--- src/rtl/piso_shift_tx.sv ---
// rtl/piso_shift_tx.sv - parallel-in serial-out frame transmitter with load handshake
// Optional even-parity trailer bit enabled by `define PISO_TX_PARITY_EN.
module piso_shift_tx #(
    parameter int WIDTH     = 8,
    parameter bit MSB_FIRST = 1'b1
) (
    input  logic             clk,
    input  logic             rst,
    input  logic [WIDTH-1:0] din,
    input  logic             load_valid,
    output logic             load_ready,
    output logic             sout,
    output logic             sout_valid,
    output logic             busy,
    output logic             done
);

    localparam int CNT_W = $clog2(WIDTH + 2);
`ifdef PISO_TX_PARITY_EN
    localparam int FRAME_LEN = WIDTH + 1;
    localparam logic [CNT_W-1:0] DATA_LAST = CNT_W'(WIDTH - 1);
`else
    localparam int FRAME_LEN = WIDTH;
`endif
    localparam logic [CNT_W-1:0] LAST_IDX = CNT_W'(FRAME_LEN - 1);

    typedef enum logic [1:0] {
        S_IDLE  = 2'd0,
        S_SHIFT = 2'd1,
        S_DONE  = 2'd2
    } state_t;

    state_t           r_state;
    logic [WIDTH-1:0] r_shift;
    logic [CNT_W-1:0] r_cnt;
    logic             r_sout;
    logic             r_sout_valid;
    logic             r_done;
    logic             r_load_ready;
`ifdef PISO_TX_PARITY_EN
    logic             r_parity;
`endif

    logic             w_load;
    logic             w_first_bit;
    logic             w_next_bit;
    logic [WIDTH-1:0] w_din_adv;
    logic [WIDTH-1:0] w_shift_adv;

    // The outgoing bit always sits at the exit end; the register advances toward it.
    assign w_load      = load_valid & r_load_ready & (r_state == S_IDLE);
    assign w_first_bit = MSB_FIRST ? din[WIDTH-1] : din[0];
    assign w_next_bit  = MSB_FIRST ? r_shift[WIDTH-1] : r_shift[0];
    assign w_din_adv   = MSB_FIRST ? {din[WIDTH-2:0], 1'b0} : {1'b0, din[WIDTH-1:1]};
    assign w_shift_adv = MSB_FIRST ? {r_shift[WIDTH-2:0], 1'b0} : {1'b0, r_shift[WIDTH-1:1]};

    always_ff @(posedge clk or negedge rst) begin
        if (!rst) begin
            r_state      <= S_IDLE;
            r_shift      <= '0;
            r_cnt        <= '0;
            r_sout       <= 1'b0;
            r_sout_valid <= 1'b0;
            r_done       <= 1'b0;
            r_load_ready <= 1'b0;
`ifdef PISO_TX_PARITY_EN
            r_parity     <= 1'b0;
`endif
        end else begin
            case (r_state)
                S_IDLE: begin
                    r_done <= 1'b0;
                    if (w_load) begin
                        r_shift      <= w_din_adv;
                        r_sout       <= w_first_bit;
                        r_sout_valid <= 1'b1;
                        r_cnt        <= '0;
                        r_load_ready <= 1'b0;
                        r_state      <= S_SHIFT;
`ifdef PISO_TX_PARITY_EN
                        r_parity     <= ^din;
`endif
                    end else begin
                        r_sout       <= 1'b0;
                        r_sout_valid <= 1'b0;
                        r_load_ready <= 1'b1;
                    end
                end
                S_SHIFT: begin
                    if (r_cnt == LAST_IDX) begin
                        r_sout       <= 1'b0;
                        r_sout_valid <= 1'b0;
                        r_done       <= 1'b1;
                        r_state      <= S_DONE;
                    end else begin
                        r_cnt   <= r_cnt + 1'b1;
                        r_shift <= w_shift_adv;
`ifdef PISO_TX_PARITY_EN
                        r_sout  <= (r_cnt == DATA_LAST) ? r_parity : w_next_bit;
`else
                        r_sout  <= w_next_bit;
`endif
                    end
                end
                S_DONE: begin
                    r_done       <= 1'b0;
                    r_load_ready <= 1'b1;
                    r_state      <= S_IDLE;
                end
                default: begin
                    r_sout       <= 1'b0;
                    r_sout_valid <= 1'b0;
                    r_done       <= 1'b0;
                    r_load_ready <= 1'b0;
                    r_state      <= S_IDLE;
                end
            endcase
        end
    end

    assign load_ready = r_load_ready;
    assign sout       = r_sout;
    assign sout_valid = r_sout_valid;
    assign done       = r_done;
    assign busy       = (r_state != S_IDLE);

endmodule

--- config.mk ---
export PLATFORM = sky130hd
export DESIGN_NAME = piso_shift_tx
export DESIGN_NICKNAME = d
export VERILOG_FILES = /design/src/rtl/piso_shift_tx.sv
export SDC_FILE = /design/constraint.sdc
export NUM_CORES = 1
export LEC_CHECK = 0
export ABC_AREA = 1
export CORE_MARGIN = 10
export CORE_UTILIZATION = 45
export DETAILED_ROUTE_END_ITERATION = 16
export PLACE_DENSITY = 0.81
export SLEW_MARGIN = 20
export SYNTH_ARGS = -nofsm -noshare
export SYNTH_HDL_FRONTEND = slang
export SYNTH_SLANG_ARGS = --single-unit
--- constraint.sdc ---
create_clock -name clk -period 1.37 [get_ports clk]
set_clock_uncertainty 0.05 [all_clocks]
set_input_delay 0.274 -clock clk [delete_from_list [all_inputs] [get_ports clk]]
set_output_delay 0.274 -clock clk [all_outputs]
set_load 0.01 [all_outputs]
; ---- Word level (Yosys, flattened, before mapping)
; Index checks and enable logic that the tools add are counted.
[word_totals]
out_inout_bits = 5
wordCells = 42
ramBits = 0
latch_bits = 0
in_bits = 11
regBits = 18
memories = 0
mem_bits_ro = 0
[classes]
n_mul = 0
magnitude_cmp = 0
div_mod_pow = 0
shift = 0
n_mux = 19
reduce_logical = 6
bitwise = 3
n_eq_ne = 6
add_sub_neg = 1
[op_table]
columns = op, count
row1 = $mux W8, 2
row2 = $pmux W8 S2, 1
row3 = $pmux W1 S3, 3
row4 = $mux W4, 2
row5 = $pmux W4 S2, 1
row6 = $mux W1, 7
row7 = $ne A2 B2 Y1 const B, 3
row8 = $add A4 B1 Y4 const B, 1
row9 = $eq A4 B3 Y1 const B, 1
row10 = $mux W2, 2
row11 = $pmux W2 S2, 1
row12 = $reduce_and A2 Y1, 2
row13 = $reduce_bool A2 Y1, 2
row14 = $reduce_and A3 Y1, 1
row15 = $and A1 B1 Y1, 2
row16 = $eq A2 B1 Y1 const B, 1
row17 = $eq A2 B2 Y1 const B, 1
row18 = $logic_not A2 Y1, 1
row19 = $not A1 Y1, 1

; ---- Logic depth before layout (Yosys ltp)
; Gate-level depths: netlist (run 1).
[logic_depth]
depth_word = 4
ltp_mapped = 8
ltp_nobuf = 8

; ---- Worst setup path after synthesis (run 1)
; No wires, ideal clock.
[synth_path]
path_type = reg2reg
from = register r_cnt[0]
to = register r_cnt[3]
required_time_ps = 1205
synth_period_minus_slack_ps = 1342
stages_incl_launch_ff = 8
path_buffers = 1
setup_time_ps = 115
t_arrival_ps = 1177
slack_ps = 28
cell_sequence = dfrtp_1 ha_1 nand3_4 nand2_8 nand2_8 buf_12 nand2_2 nand2_2
[synth_between]
elab_chain_cells = 3
word_cells_on_any_way = 6
classes_between = add/sub: 1 / eq/ne: 2 / mux: 2 / reduce/logical: 1
[synth_rtl]
columns = item, line
row1 = start: declaration, 35  ; logic [CNT_W-1:0] r_cnt;
row2 = start signal: assignment, 96  ; r_cnt <= r_cnt + 1'b1;
row3 = $add A4 B1 Y4 or $eq A4 B3 Y1 (tied branches), "96, 90"
row4 = $mux W4 or $ne A2 B2 Y1 (tied branches), --
row5 = $pmux W4 S2 or $reduce_and A3 Y1 (tied branches), --
; Several ways; a longest one is shown, not always the timed one. The select of a mux whose other input is x is not followed.
; A chain may end at the register's enable or synchronous reset.

; ---- Worst setup path in the final report (run 1)
[layout_path]
from = register r_state[0]
to = output busy
[layout_between]
elab_chain_cells = 1
[layout_rtl]
columns = item, line
row1 = start: declaration, 33  ; state_t r_state;
row2 = start signal: assignment, 59  ; r_state <= S_IDLE;
row3 = start signal: assignment, 79  ; r_state <= S_SHIFT;
row4 = start signal: assignment, 94  ; r_state <= S_DONE;
row5 = $reduce_bool A2 Y1, 125  ; assign busy = (r_state != S_IDLE);
row6 = end: declaration, 14  ; output logic busy,
; No other way between the ends.

==> results of run 1 <==
==> layout make-up <==
cell class              instances  area share
inverters                      13      0.0447
repair buffers                 30       0.210
well taps                      27      0.0281
flip-flops and latches         17       0.354
clock buffers                   4      0.0219
multi-input cells              60       0.341
==> worst reg2reg max path, stage by stage (launching register included) <==
cell and delay [ns]:
dfrtp_1 0.41, buf_4 0.16, nand2_4 0.08, clkinv_4 0.08
nand2_8 0.09, nand2_8 0.08, buf_4 0.14, nand2_2 0.06
nand2_2 0.04
==> flip-flops by register name, indices dropped and copies added, names as in the netlist <==
register    cells
done            1
load_ready      1
r_cnt           4
r_shift         7
r_state         2
sout            1
sout_valid      1
==> layer usage <==
layer	wire length (µm)	global-route usage
met1	793	0.108
met4	29	0.0401
met2	815	0.151
met5	0	0
met3	91	0.0275
==> worst paths after layout <==
| path | slack [ns] | startpoint | endpoint |
|---|---|---|---|
| worst max-delay path | 0.06 | r_state[0] | busy |
| worst min-delay path | 0.25 | rst | r_state[0] |
| worst max register to register | 0.08 | r_state[0] | r_cnt[3] |
| worst min register to register | 0.43 | sout_valid | sout_valid |
| max in group asynchronous | 0.83 | rst | r_cnt[2] |
| min in group clk | 0.43 | sout_valid | sout_valid |
==> kinds of logic after synthesis <==
| group | count (synthesis) | share of synthesized area |
|---|---|---|
| flip-flops | 17 | 0.472 |
| buffers and inverters | 15 | 0.0874 |
| multiplexers | 1 | 0.0250 |
| adder cells (fa/ha/maj) | 1 | 0.0139 |
| AO/OA/AOI/OAI | 17 | 0.136 |
| AND/OR/NAND/NOR | 41 | 0.266 |
==> repair_timing <==
action	CTS	global route
hold endpoints to repair	0	0
gates resized for setup	8	2
buffers inserted	0	3
setup endpoints to repair	5	6
pin swaps	1	2
==> Yosys cell counts, drive strengths merged <==
master,number,area share
o21ai,13,0.097
a21boi,1,0.0083
buf,2,0.028
nand2,29,0.17
o22ai,1,0.014
or2,1,0.0069
ha,1,0.014
o211ai,1,0.0083
dfrtp,17,0.47
nand4,2,0.014
nor2,4,0.019
mux2i,1,0.025
clkinv,1,0.0097
inv,12,0.050
nand3,5,0.055
o21a,1,0.0083
==> through the flow <==
stage | power [mW] | setup WS (ns) | setup TNS (ns) | utilization | instance area, µm²
4_1_cts | 2.77 | 0.0162 | 0 | 0.601 | 1170
2_1_floorplan | 2.02 | 0.0279 | 0 | - | 902
5_1_grt | 3.15 | -0.0272 | -0.0272 | 0.619 | 1200
3_5_place_dp | 2.55 | -0.0989 | -0.574 | 0.593 | 1150
3_3_place_gp | 2.49 | -0.0428 | -0.259 | 0.593 | 1150
6_report | 2.87 | 0.0625 | 0 | 0.619 | 1200
==> power by group through the flow <==
stage               sequential (mW)  clock (mW)  combinational, mW
finish                        0.862       0.266               1.75
global route                  0.892       0.306               1.95
CTS                           0.848       0.272               1.65
detailed placement            0.860           0               1.69
global placement              0.846           0               1.64
floorplan                     0.904           0               1.11
==> results.json, run 1 <==
{
  "p_switching_mw": 1.19,
  "port_buffers": 15,
  "syn-num-nets": 104,
  "vias": 688,
  "critPathLaunchType": "flop",
  "first_iter_violations": 10,
  "finalCriticalPeriod_ns": 1.31,
  "grt_pass1_wl_um": 3140,
  "fp.dieArea_mm2": 0.00420,
  "grt.overflow.total": 0,
  "hp-class": "in -> async",
  "peakVddDrop_mv": 1.20,
  "cts_sinks": 17,
  "cp.arrival_ns": 0.98,
  "final-hold-violation-count": 0,
  "drc": 0,
  "wirelength_um": 1730,
  "crit_family": "flip-flops",
  "final_common_cell": "nand2_1",
  "max-slew-margin-rel": 0.839,
  "avgSynthCellArea_um2": 9.81,
  "rsz0062_at_grt": "true",
  "routabilityCongestion": 0.839,
  "area_growth_pct": 33.3,
  "hold-worst-slack_ns": 0.254,
  "multi_input_area_um2": 410,
  "ff2ff_path_depth": 8,
  "die_w_um": 64.8,
  "ys_seq_area_frac": 0.472,
  "hpwlAfterDp_um": 1370,
  "worstSetupPathDepth": 3,
  "p_sw_frac": 0.413,
  "start_util": 0.465,
  "drive_above_1_share": 0.315,
  "cts-root-buf": "clkbuf_4",
  "power_density_mw_per_mm2": 2390,
  "yosysUniqueCellTypes": 24,
  "rows": 16,
  "path_clk_slew_ns": 0.10,
  "crit_type": "reg -> out",
  "min_period_over_period": 0.954,
  "grt_pass1_vias": 743,
  "p_leak_nw": 0.565,
  "clk_latency_ns": 0.29,
  "cts_tree": "built",
  "max-clock-path-buffers": 2,
  "dp_cells": 144,
  "dr.pass1.iters": 6,
  "path_cells": "nor2_2 > inv_1 > buf_2",
  "ant_nets": 0,
  "synth_warnings": 0,
  "setup_viol": 0,
  "pwr-share-comb": 0.608,
  "slew_viol_final": 0,
  "netlist_instances": 92,
  "final_nets": 137,
  "final_cell_mix": "nand2_1, dfrtp_1, buf_4, inv_1, clkdlybuf4s50_1",
  "fin_cells": 151,
  "htreeDepth": 1,
  "critPathBufInv": 2,
  "end_kind": "output pin",
  "p_seq_frac": 0.300,
  "vias_per_cell": 4.56,
  "p_int_mw": 1.69,
  "diodes": 0,
  "regArea_um2": 425,
  "syn_area_um2": 902,
  "crit_path_max_incr_delay_ns": 0.41,
  "cp_max_fo": 2,
  "core_mm2": 0.00194,
  "grt_max_degree": 18,
  "critPathSlowestCell": "dfrtp_1",
  "nFillCells": 165,
  "wl_per_cell_um": 11.5,
  "drv_cap": 0,
  "status": "complete, no violations",
  "grt_use_total": 0.0921,
  "holdBufCountCts": 0,
  "ios": 16,
  "cts_buffers": 3,
  "fmax_mhz": 765,
  "ys_ff_latch": 17,
  "crit_required_ns": 1.05,
  "antenna_found_initial": 0,
  "worst_pin_slew_ns": 0.241,
  "chipHeight_um": 64.8,
  "power.share.clock": 0.092
}
No activity file was read; power rests on OpenSTA's default activity.
==> run 2: changes to the inputs <==
Settings changed: CORE_UTILIZATION 45 to 38, GPL_ROUTABILITY_DRIVEN from default to 1, GPL_TIMING_DRIVEN from default to 0, PLACE_DENSITY 0.81 to 0.71.
==> results.json, run 2 (synthesized netlist as in run 1, its figures left out) <==
{
  "status": "complete, no violations",
  "reg_top3": "r_shift (7), r_cnt (4), r_state (2)",
  "power_density_mw_per_mm2": 2380,
  "grt_busiest_layer": "met2",
  "largest_reg_flops": 7,
  "setup_viol": 0,
  "diodes": 0,
  "regArea_um2": 428,
  "max-clock-path-buffers": 2,
  "vias": 671,
  "port_buffers": 15,
  "grt_pass1_vias": 749,
  "die_w_um": 68.7,
  "post-place-ws_ns": -0.133,
  "worst_pin_slew_ns": 0.766,
  "drive_above_1_share": 0.299,
  "grt_use_total": 0.0882,
  "cts_tree": "built",
  "htreeDepth": 1,
  "drc": 0,
  "gr-usage-met1": 0.0964,
  "dr.pass1.iters": 2,
  "cts-root-buf": "clkbuf_4",
  "cp.arrival_ns": 1.00,
  "chipHeight_um": 68.7,
  "fp.dieArea_mm2": 0.00472,
  "rsz0062_at_grt": "true",
  "area_growth_pct": 30.4,
  "hpwlAfterDp_um": 1260,
  "cp_max_fo": 2,
  "final_cell_mix": "nand2_1, dfrtp_1, inv_1, clkdlybuf4s50_1",
  "cts_sinks": 17,
  "ant_nets": 0,
  "grt_max_degree": 18,
  "cts_buffers": 3,
  "p_leak_nw": 0.540,
  "largest_register": "r_shift",
  "first_iter_violations": 19,
  "slew_viol_final": 0,
  "end_kind": "output pin",
  "finalCriticalPeriod_ns": 1.33,
  "crit_type": "reg -> out",
  "antenna_found_initial": 0,
  "routabilityCongestion": 0.699,
  "multi_input_area_um2": 414,
  "start_util": 0.404,
  "core_mm2": 0.00223,
  "clk_latency_ns": 0.29,
  "worst_slack_ns": 0.0440,
  "hp-class": "in -> async",
  "peakVddDrop_mv": 1.07,
  "grt.overflow.total": 0,
  "crit_required_ns": 1.05,
  "path_clk_slew_ns": 0.09,
  "nFillCells": 222,
  "wl_per_cell_um": 12.1,
  "final_nets": 130,
  "critPathLaunchType": "flop",
  "finalSetupTns_ns": 0,
  "final_common_cell": "nand2_1",
  "fmax_mhz": 754,
  "use_met2": 0.151,
  "met3_usage": 0.0354,
  "wirelength_um": 1750,
  "drv_cap": 0,
  "ios": 16,
  "rows": 17,
  "vias_per_cell": 4.63,
  "max-slew-margin-rel": 0.488,
  "grt_pass1_wl_um": 3190,
  "final-hold-violation-count": 0,
  "min_period_over_period": 0.968
}
-- run 2: critical path, cell delays in order (launching register included) --
cell     delay [ns]
dfrtp_1        0.43
nor2_4         0.14
inv_2          0.04
buf_6          0.11
-- run 2: final cells by class --
class / instances / area share
clock buffer: 4 / 0.0223
tap: 28 / 0.0298
buffer: 2 / 0.0234
multi-input combinational: 60 / 0.352
inverter: 13 / 0.0457
sequential: 17 / 0.364
timing repair buffer: 21 / 0.163
-- run 2: routing by layer --
metal | wire (µm) | vias up
li1 | - | 348
met1 | 748 | 309
met2 | 894 | 12
met3 | 90 | 2
met4 | 15 | 0
met5 | 0 | -
-- run 2: path summary, 6_finish.rpt --
kind / from / end / slack, ns / cells after the start
min reg2reg: sout_valid / sout_valid / 0.43 / 2
max: r_state[1] / busy / 0.04 / 3
min: rst / r_shift[2] / 0.38 / 1
min in group clk: sout_valid / sout_valid / 0.43 / 2
max in group asynchronous: rst / r_cnt[0] / 0.37 / 1
max reg2reg: r_state[0] / r_cnt[3] / 0.05 / 8
-- run 2: power breakdown --
group	internal (mW)	switching, mW
Sequential	0.733	0.122
Combinational	0.773	0.907
Clock	0.113	0.154
Total	1.62	1.18
-- run 2: timing repair --
action | 4_1_cts | 5_1_grt
gates resized for setup | 12 | 5
setup buffers | 6 | 0
pin swaps | 1 | 2
hold buffers | 0 | 0
setup endpoints to repair | 17 | 9
-- run 2: through the flow --
step	util	power, mW	cell area, µm²	hold slack [ns]	cells
floorplan	-	2.02	902	-0.0716	92
global placement	0.487	2.35	1090	0.405	135
detailed placement	0.487	2.40	1090	0.412	135
CTS	0.519	2.79	1160	0.400	145
global route	0.527	3.07	1180	0.424	145
finish	0.527	2.80	1180	0.376	145
